File: src/rtl/stepper_pkg.sv
// rtl/stepper_pkg.sv - stepper move encodings, FSM states and coil phase table
// Shared with the PMOD top level.
package stepper_pkg;

  typedef enum logic [1:0] {
    MODE_WAVE     = 2'b00,
    MODE_FULL     = 2'b01,
    MODE_HALF     = 2'b10,
    MODE_HALF_ALT = 2'b11
  } step_mode_t;

  typedef enum logic [1:0] {
    ST_IDLE = 2'b00,
    ST_RUN  = 2'b01,
    ST_DONE = 2'b10
  } step_state_t;

  // Coil patterns {A,B,C,D}, entry 0 in the low nibble.
  localparam logic [31:0] PHASE_TABLE = {
    4'b1001, 4'b0001, 4'b0011, 4'b0010,
    4'b0110, 4'b0100, 4'b1100, 4'b1000
  };

  function automatic logic [3:0] phase_coil(input logic [2:0] idx);
    return PHASE_TABLE[{idx, 2'b00} +: 4];
  endfunction

endpackage

File: src/rtl/step_edge_sync.sv
// rtl/step_edge_sync.sv - synchronises the divided step clock, flags its rising edges
module step_edge_sync (
  input  logic clk,
  input  logic rst,
  input  logic step_in,
  output logic step_ev
);

  logic s1, s2, s3;

  always_ff @(posedge clk) begin
    if (rst) begin
      s1 <= 1'b0;
      s2 <= 1'b0;
      s3 <= 1'b0;
    end else begin
      s1 <= step_in;
      s2 <= s1;
      s3 <= s2;
    end
  end

  assign step_ev = s2 & ~s3;

endmodule

File: src/rtl/step_sequencer.sv
// rtl/step_sequencer.sv - executes one stepper move command at a time on the PMOD coils
module step_sequencer
  import stepper_pkg::*;
#(
  parameter int CNT_W       = 16,
  parameter int POS_W       = 16,
  parameter bit HOLD_TORQUE = 1'b1
) (
  input  logic             n_CLK,
  input  logic             n_RST,
  input  logic             i_STEP_CLK,
  input  logic             i_CMD_VALID,
  output logic             o_CMD_READY,
  input  logic             i_CMD_DIR,
  input  logic [1:0]       i_CMD_MODE,
  input  logic [CNT_W-1:0] i_CMD_STEPS,
  input  logic             i_ABORT,
  output logic [3:0]       o_COIL,
  output logic             o_BUSY,
  output logic             o_DONE,
  output logic             o_ABORTED,
  output logic [POS_W-1:0] o_POS
);

  logic step_ev;

  step_edge_sync u_edge_sync (
    .clk     (n_CLK),
    .rst     (n_RST),
    .step_in (i_STEP_CLK),
    .step_ev (step_ev)
  );

  step_state_t      state, state_nxt;
  logic [2:0]       idx;
  logic [POS_W-1:0] pos;
  logic [CNT_W-1:0] remaining;
  logic             dir, half, aborted, energised;
  logic             accept, abort_run, step_run;
  logic [2:0]       stride;

  assign accept    = (state == ST_IDLE) && i_CMD_VALID;
  assign abort_run = (state == ST_RUN) && i_ABORT;
  // Abort beats a coincident step edge: the step is simply not taken.
  assign step_run  = (state == ST_RUN) && step_ev && !i_ABORT;
  assign stride    = half ? 3'd1 : 3'd2;

  always_ff @(posedge n_CLK) begin
    if (n_RST) state <= ST_IDLE;
    else       state <= state_nxt;
  end

  always_comb begin
    state_nxt = state;
    case (state)
      ST_IDLE: if (i_CMD_VALID) state_nxt = (i_CMD_STEPS == '0) ? ST_DONE : ST_RUN;
      ST_RUN: begin
        if (i_ABORT)                                  state_nxt = ST_DONE;
        else if (step_ev && remaining == CNT_W'(1))   state_nxt = ST_DONE;
      end
      ST_DONE: state_nxt = ST_IDLE;
      default: state_nxt = ST_IDLE;
    endcase
  end

  always_ff @(posedge n_CLK) begin
    if (n_RST) begin
      idx       <= 3'd0;
      pos       <= '0;
      remaining <= '0;
      dir       <= 1'b0;
      half      <= 1'b0;
      aborted   <= 1'b0;
      energised <= 1'b0;
    end else begin
      if (accept) begin
        dir       <= i_CMD_DIR;
        half      <= i_CMD_MODE[1];
        remaining <= i_CMD_STEPS;
        aborted   <= 1'b0;
        energised <= 1'b1;
        // Align the phase index to the mode's lattice; not counted as a step.
        case (step_mode_t'(i_CMD_MODE))
          MODE_WAVE: idx <= {idx[2:1], 1'b0};
          MODE_FULL: idx <= {idx[2:1], 1'b1};
          default:   idx <= idx;
        endcase
      end
      if (abort_run) aborted <= 1'b1;
      if (step_run) begin
        idx       <= dir ? idx + stride : idx - stride;
        pos       <= dir ? pos + POS_W'(1) : pos - POS_W'(1);
        remaining <= remaining - CNT_W'(1);
      end
    end
  end

  // Coils stay dark after reset until the first move, even with holding torque.
  assign o_COIL      = ((state == ST_RUN) || (HOLD_TORQUE && energised)) ? phase_coil(idx) : 4'b0000;
  assign o_CMD_READY = (state == ST_IDLE);
  assign o_BUSY      = (state == ST_RUN);
  assign o_DONE      = (state == ST_DONE);
  assign o_ABORTED   = aborted;
  assign o_POS       = pos;

endmodule

File: config.mk
export PLATFORM = sky130hd
export DESIGN_NAME = step_sequencer
export DESIGN_NICKNAME = d
export VERILOG_FILES = /design/src/rtl/stepper_pkg.sv /design/src/rtl/step_edge_sync.sv /design/src/rtl/step_sequencer.sv
export SDC_FILE = /design/constraint.sdc
export NUM_CORES = 1
export LEC_CHECK = 0
export CAP_MARGIN = 20
export CELL_PAD_IN_SITES_DETAIL_PLACEMENT = 1
export CELL_PAD_IN_SITES_GLOBAL_PLACEMENT = 1
export CORE_UTILIZATION = 39
export CTS_CLUSTER_DIAMETER = 30
export CTS_CLUSTER_SIZE = 24
export DETAILED_ROUTE_END_ITERATION = 16
export GPL_TIMING_DRIVEN = 0
export PLACE_DENSITY = 0.86
export SYNTH_ARGS = -nofsm -noshare
export SYNTH_HDL_FRONTEND = slang
export SYNTH_SLANG_ARGS = --single-unit
File: constraint.sdc
create_clock -name n_CLK -period 2.7 [get_ports n_CLK]
set_input_delay 0.54 -clock n_CLK [delete_from_list [all_inputs] [get_ports n_CLK]]
set_output_delay 0.54 -clock n_CLK [all_outputs]
set_load 0.1 [all_outputs]
# Word-level counts from Yosys, hierarchy flattened
# Cells that the tools add are included.
dict set report word_totals {
  register_bits 44
  inputBits 24
  elab_cells 57
}
dict set report classes {
  add_sub_neg 5
  n_eq_ne 6
  n_shift 1
  n_mux 16
  bitwise_logic 2
  n_reduce_logical 15
}
# cell count
set op_table {}
lappend op_table {{$mux 16} 3}
lappend op_table {{$shiftx 32x6->4 const A} 1}
lappend op_table {{$sub 16x1->16 const B} 2}
lappend op_table {{$add 16x1->16 const B} 1}
lappend op_table {{$eq 16x1->1 const B} 1}
lappend op_table {{$logic_not 16->1} 1}
lappend op_table {{$mux 2} 5}
lappend op_table {{$mux 3} 2}
lappend op_table {{$logic_and 1x1->1} 5}
lappend op_table {{$eq 2x1->1 const B} 2}
lappend op_table {{$logic_not 2->1} 2}
lappend op_table {{$mux 4} 1}
lappend op_table {{$pmux 2 s2} 1}
lappend op_table {{$reduce_and 2->1} 2}
lappend op_table {{$reduce_bool 2->1} 2}
lappend op_table {{$add 3x2->3} 1}
lappend op_table {{$mux 1} 3}
lappend op_table {{$ne 3x2->1 const B} 1}
lappend op_table {{$reduce_bool 3->1} 1}
lappend op_table {{$sub 3x2->3} 1}
lappend op_table {{$eq 2x2->1 const B} 1}
lappend op_table {{$ne 2x2->1 const B} 1}
lappend op_table {{$pmux 1 s2} 1}
lappend op_table {{$and 1x1->1} 1}
lappend op_table {{other kinds (3)} 3}

# Logic depth before layout (Yosys ltp)
# Gate-level depths: netlist of the first run.
dict set report logic_depth {
  depth_word 6
  ltp_mapped 9
}

# Hierarchy
# From an unflattened synthesis of the first run, not the netlist that was laid out.
dict set report unflattened {
  cells_unflattened 358
  hier_area_um2 2837.7
}
# module instances cells_each area_each_um2 seq_area_each_um2
set by_module_without_submodules {}
lappend by_module_without_submodules {step_sequencer 1 351 2750.1 820.8}
lappend by_module_without_submodules {step_edge_sync 1 7 87.6 60.1}

# Least setup slack after synthesis of the first run
# OpenSTA, ideal clock, no wires.
dict set report synth_path {
  path_type {register to output}
  startpoint {register state[0]}
  endpoint {output o_COIL[1]}
  arrival_ns 2.380
  required_time_ns 2.160
  setup_slack_ns -0.220
  path_stages_with_launch 5
  n_path_buf 1
  cell_sequence {dfxtp_1 nor2b_1 buf_4 nor2_1 a21oi_1}
}
dict set report synth_between {
  elab_chain_len 3
}
# item line
set synth_rtl {}
lappend synth_rtl {{start: declaration} step_sequencer.sv:34} ;# step_state_t state, state_nxt;
lappend synth_rtl {{start signal: assignment} step_sequencer.sv:50} ;# else state <= state_nxt;
lappend synth_rtl {{$eq 2x1->1} --}
lappend synth_rtl {{net o_BUSY} step_sequencer.sv:19} ;# output logic o_BUSY,
lappend synth_rtl {{$logic_or 1x1->1} step_sequencer.sv:99} ;# assign o_COIL = ((state == ST_RUN) || (HOLD_TORQUE && energised)) ? phase_coil(idx) : 4'b0000;
lappend synth_rtl {{$mux 4} step_sequencer.sv:99}
lappend synth_rtl {{end: declaration} step_sequencer.sv:18} ;# output logic [3:0] o_COIL,
# The timed path passes the listed nets, and every way through them passes these cells.

# Worst setup path after layout of the first run
dict set report layout_path {
  startpoint {register state[0]}
  endpoint {output o_COIL[3]}
}
dict set report layout_between {
  elab_chain_len 3
}
# item line
set layout_rtl {}
lappend layout_rtl {{$eq 2x1->1} step_sequencer.sv:99}
lappend layout_rtl {{$logic_or 1x1->1} step_sequencer.sv:99}
lappend layout_rtl {{$mux 4} step_sequencer.sv:99}
# No other way between the ends.

==> impl_results.md, run 1 <==
- CP Launch Type: register
- Clk pwr share: 28.9%
- Initial Util: 40.4%
- Mapped Cells: 356
- Util after Layout: 51.6%
- WL met3: 347 µm
- Highest-count cells in the layout ignoring fill and taps: nand2_1, clkdlybuf4s50_1, dfxtp_1
- CTS tree: built
- Io pins: 48
- Vias in the first global route: 2994
- Switching Fraction: 37.5%
- DRC viols: 0
- Seq/Total Area, Yosys: 31.9%
- Pint: 0.00121 W
- MaxCap Viol Count: 0
- # rows: 30
- Worst Setup SP: state[0]
- Dpl hpwl: 6450 µm
- RSZ-0062 raised after global routing: no
- Post-route setup slack: 0.0969 ns
- # diodes: 0
- IO buf count: 47
- Static Leakage: 1.30 nW
- Outcome: completed
- Worst hold path type: reg2reg
- Final worst-path cycle share: 96.4%
- Combinational share of power: 32.8%
- First-pass GRT wire length: 14500 µm
- Worst-margin pin slew: 0.976 ns
- Clk_lat worst skew: 0.31 ns
- Share of layout cells above drive strength 1: 8.72%
- Syn_area_per_cell: 7.76 µm²
- Max Slew Vio Count: 0
- Worst path required time: 2.16 ns
- Worst-path maximum fanout: 8
- Total grt overflow: 0
- Setup violations, final: 0
- Synth area leader: dfxtp_1
- Largest net degree at the start of global routing: 15
- Hold Crit Start: u_edge_sync.s1
- Worst-path clk slew: 0.09 ns
- Pre-CTS setup slack: -0.289 ns
- CP Class: reg2out
- Met1 WL: 4100 µm
- Vias: 2937
- CP arrival: 2.06 ns
- Die Ht: 86.1 µm
- Vias per std cell: 5.77
- Drt wl/cell: 17.6 µm
- Bufs on Longest Clock Path: 2
- Setup tns final: 0 ns
- Hold Vio Cnt, Final: 0
- Crit end category: output port
- Post-synth cell types: 56
- CTS sink count: 44
- Metal2 WL: 4410 µm
- P_sw: 0.000724 W
- Tmin final: 2.60 ns
- Htree depth: 2
- Die Width: 86.1 µm
- Post-synth EDFFs: 0
- P per Cell Area: 547 mW/mm²
- Syn Nets: 399
- Syn. warnings: 0
- GRT Total Usage: 24.9%
- Root buffer cell: clkbuf_8
- Initial DRC Count: 167
- R2r startpoint: dir
- Most common cell after layout, fill and taps aside: nand2_1
- Top FF cell, synth: dfxtp_1
- Gpl congestion: 0.798
- CTS Hold Bufs: 0
- Die area: 0.00742 mm²
- Layout Nets: 455
- Reg power frac: 38.3%
- Skew final: 0.00770 ns
- Area of the core: 0.00683 mm²
- Initial antenna violation count: 0
- Num CTS Buffers: 5
- Worst vdd ir: 0.227 mV
- Yosys top cell area share: 31.9%
- Area Overhead vs Synth: 27.7%
- DRT Pass-1 Iters: 4
- Post-Route WL: 8980 µm
- Relative slew slack: 34.7%
- Flop and latch count out of synthesis: 44
- Pwr Total: 0.00193 W
- Peak Freq: 0.384 GHz
- Max Used Layer: met4
- Post-Syn Area: 0.00276 mm²
- Fraction of registers with async set/reset: 0%
- Top post-synthesis cells by area: dfxtp_1, ha_1, a21oi_1, nand2_1, nor2_1
- Antenna viol nets, final: 0
[power by group through the flow]
| stage | registers (W) | logic [W] | clock network [W] |
|---|---|---|---|
| finish | 0.000740 | 0.000632 | 0.000558 |
| global route | 0.000747 | 0.000681 | 0.000584 |
| CTS | 0.000738 | 0.000619 | 0.000559 |
| detailed placement | 0.000752 | 0.000612 | 0 |
| global placement | 0.000748 | 0.000594 | 0 |
| floorplan | 0.000779 | 0.000405 | 0 |
[routing by layer]
layer  GRT usage [%]  vias up
li1                -     1413
met1            32.6     1444
met2            41.6       68
met3            4.33       12
met4            7.58        0
met5               0        -
[cell families (layout without fill, tap and decap cells)]
family / Yosys count / count (layout) / share of synthesized area [%]
AOI/OAI and AO/OA: 102 / 102 / 23.8
xor gates and xnor gates: 8 / 8 / 2.54
adders and majority gates: 19 / 19 / 9.15
buffers and inverters: 32 / 89 / 4.62
DFF: 44 / 44 / 31.9
muxes: 4 / 4 / 1.50
and+or+nand+nor: 147 / 147 / 26.5
[worst max-delay path, cell delays in order, from the launching register on]
cell,delay [ns]
dfxtp_1,0.41
nor2b_1,0.15
buf_4,0.17
nor2_1,0.08
nor2_2,0.09
dlygate4sd2_1,0.85
[through the flow]
step,cell area (µm²),hold WS [ns],cells
global placement,3360,0.424,499
global route,3530,0.480,509
detailed placement,3360,0.424,499
CTS,3510,0.445,510
finish,3530,0.448,509
floorplan,2770,0.414,356
[area by class of cell]
type | count | area (µm²)
multi-input combinational | 280 | 1790
tap | 96 | 120
clock inverter | 2 | 38.8
timing repair buffer | 51 | 488
clock buffer | 6 | 82.6
buffer | 17 | 71.3
fill | 848 | 3310
inverter | 13 | 52.6
sequential | 44 | 887
[cells in the mapped netlist, types with 9 or more instances]
| cell type | count |
|---|---|
| nand2_1 | 44 |
| clkbuf_1 | 12 |
| nand3_1 | 11 |
| dfxtp_1 | 44 |
| nor2_1 | 36 |
| ha_1 | 17 |
| o21ai_0 | 15 |
| inv_1 | 12 |
| nor2b_1 | 10 |
| o211ai_1 | 9 |
| a21oi_1 | 35 |
| nor3_1 | 11 |
[path summary, 6_finish.rpt]
check | endpoint | slack [ns] | cells past startpoint
worst min register to register | u_edge_sync.s2 | 0.45 | 1
worst min-delay path | u_edge_sync.s2 | 0.45 | 1
worst max-delay path | o_COIL[3] | 0.1 | 5
worst max register to register | o_POS[15] | 0.11 | 10
[sequential cells by signal, summed over array words and instances, names as in the netlist]
signal          cells
u_edge_sync.s1      1
u_edge_sync.s2      1
u_edge_sync.s3      1
remaining          16
half                1
o_ABORTED           1
o_POS              16
dir                 1
idx                 3
energised           1
state               2
[timing repair]
item | CTS | global route
buffers inserted | 4 | 0
pin swaps | 0 | 1
setup endpoints to repair | 11 | 8
gates resized for setup | 7 | 14
Power figures use the tool's default switching activity.
==> inputs of run 2 (changes only) <==
--- a/config.mk
+++ b/config.mk
@@ -14,6 +14,7 @@
 export DETAILED_ROUTE_END_ITERATION = 16
 export GPL_TIMING_DRIVEN = 0
 export PLACE_DENSITY = 0.86
+export SLEW_MARGIN = 0
 export SYNTH_ARGS = -nofsm -noshare
 export SYNTH_HDL_FRONTEND = slang
 export SYNTH_SLANG_ARGS = --single-unit
==> results of run 2 <==
Same layout as run 1: the final DEF is identical, and so are final timing and power.
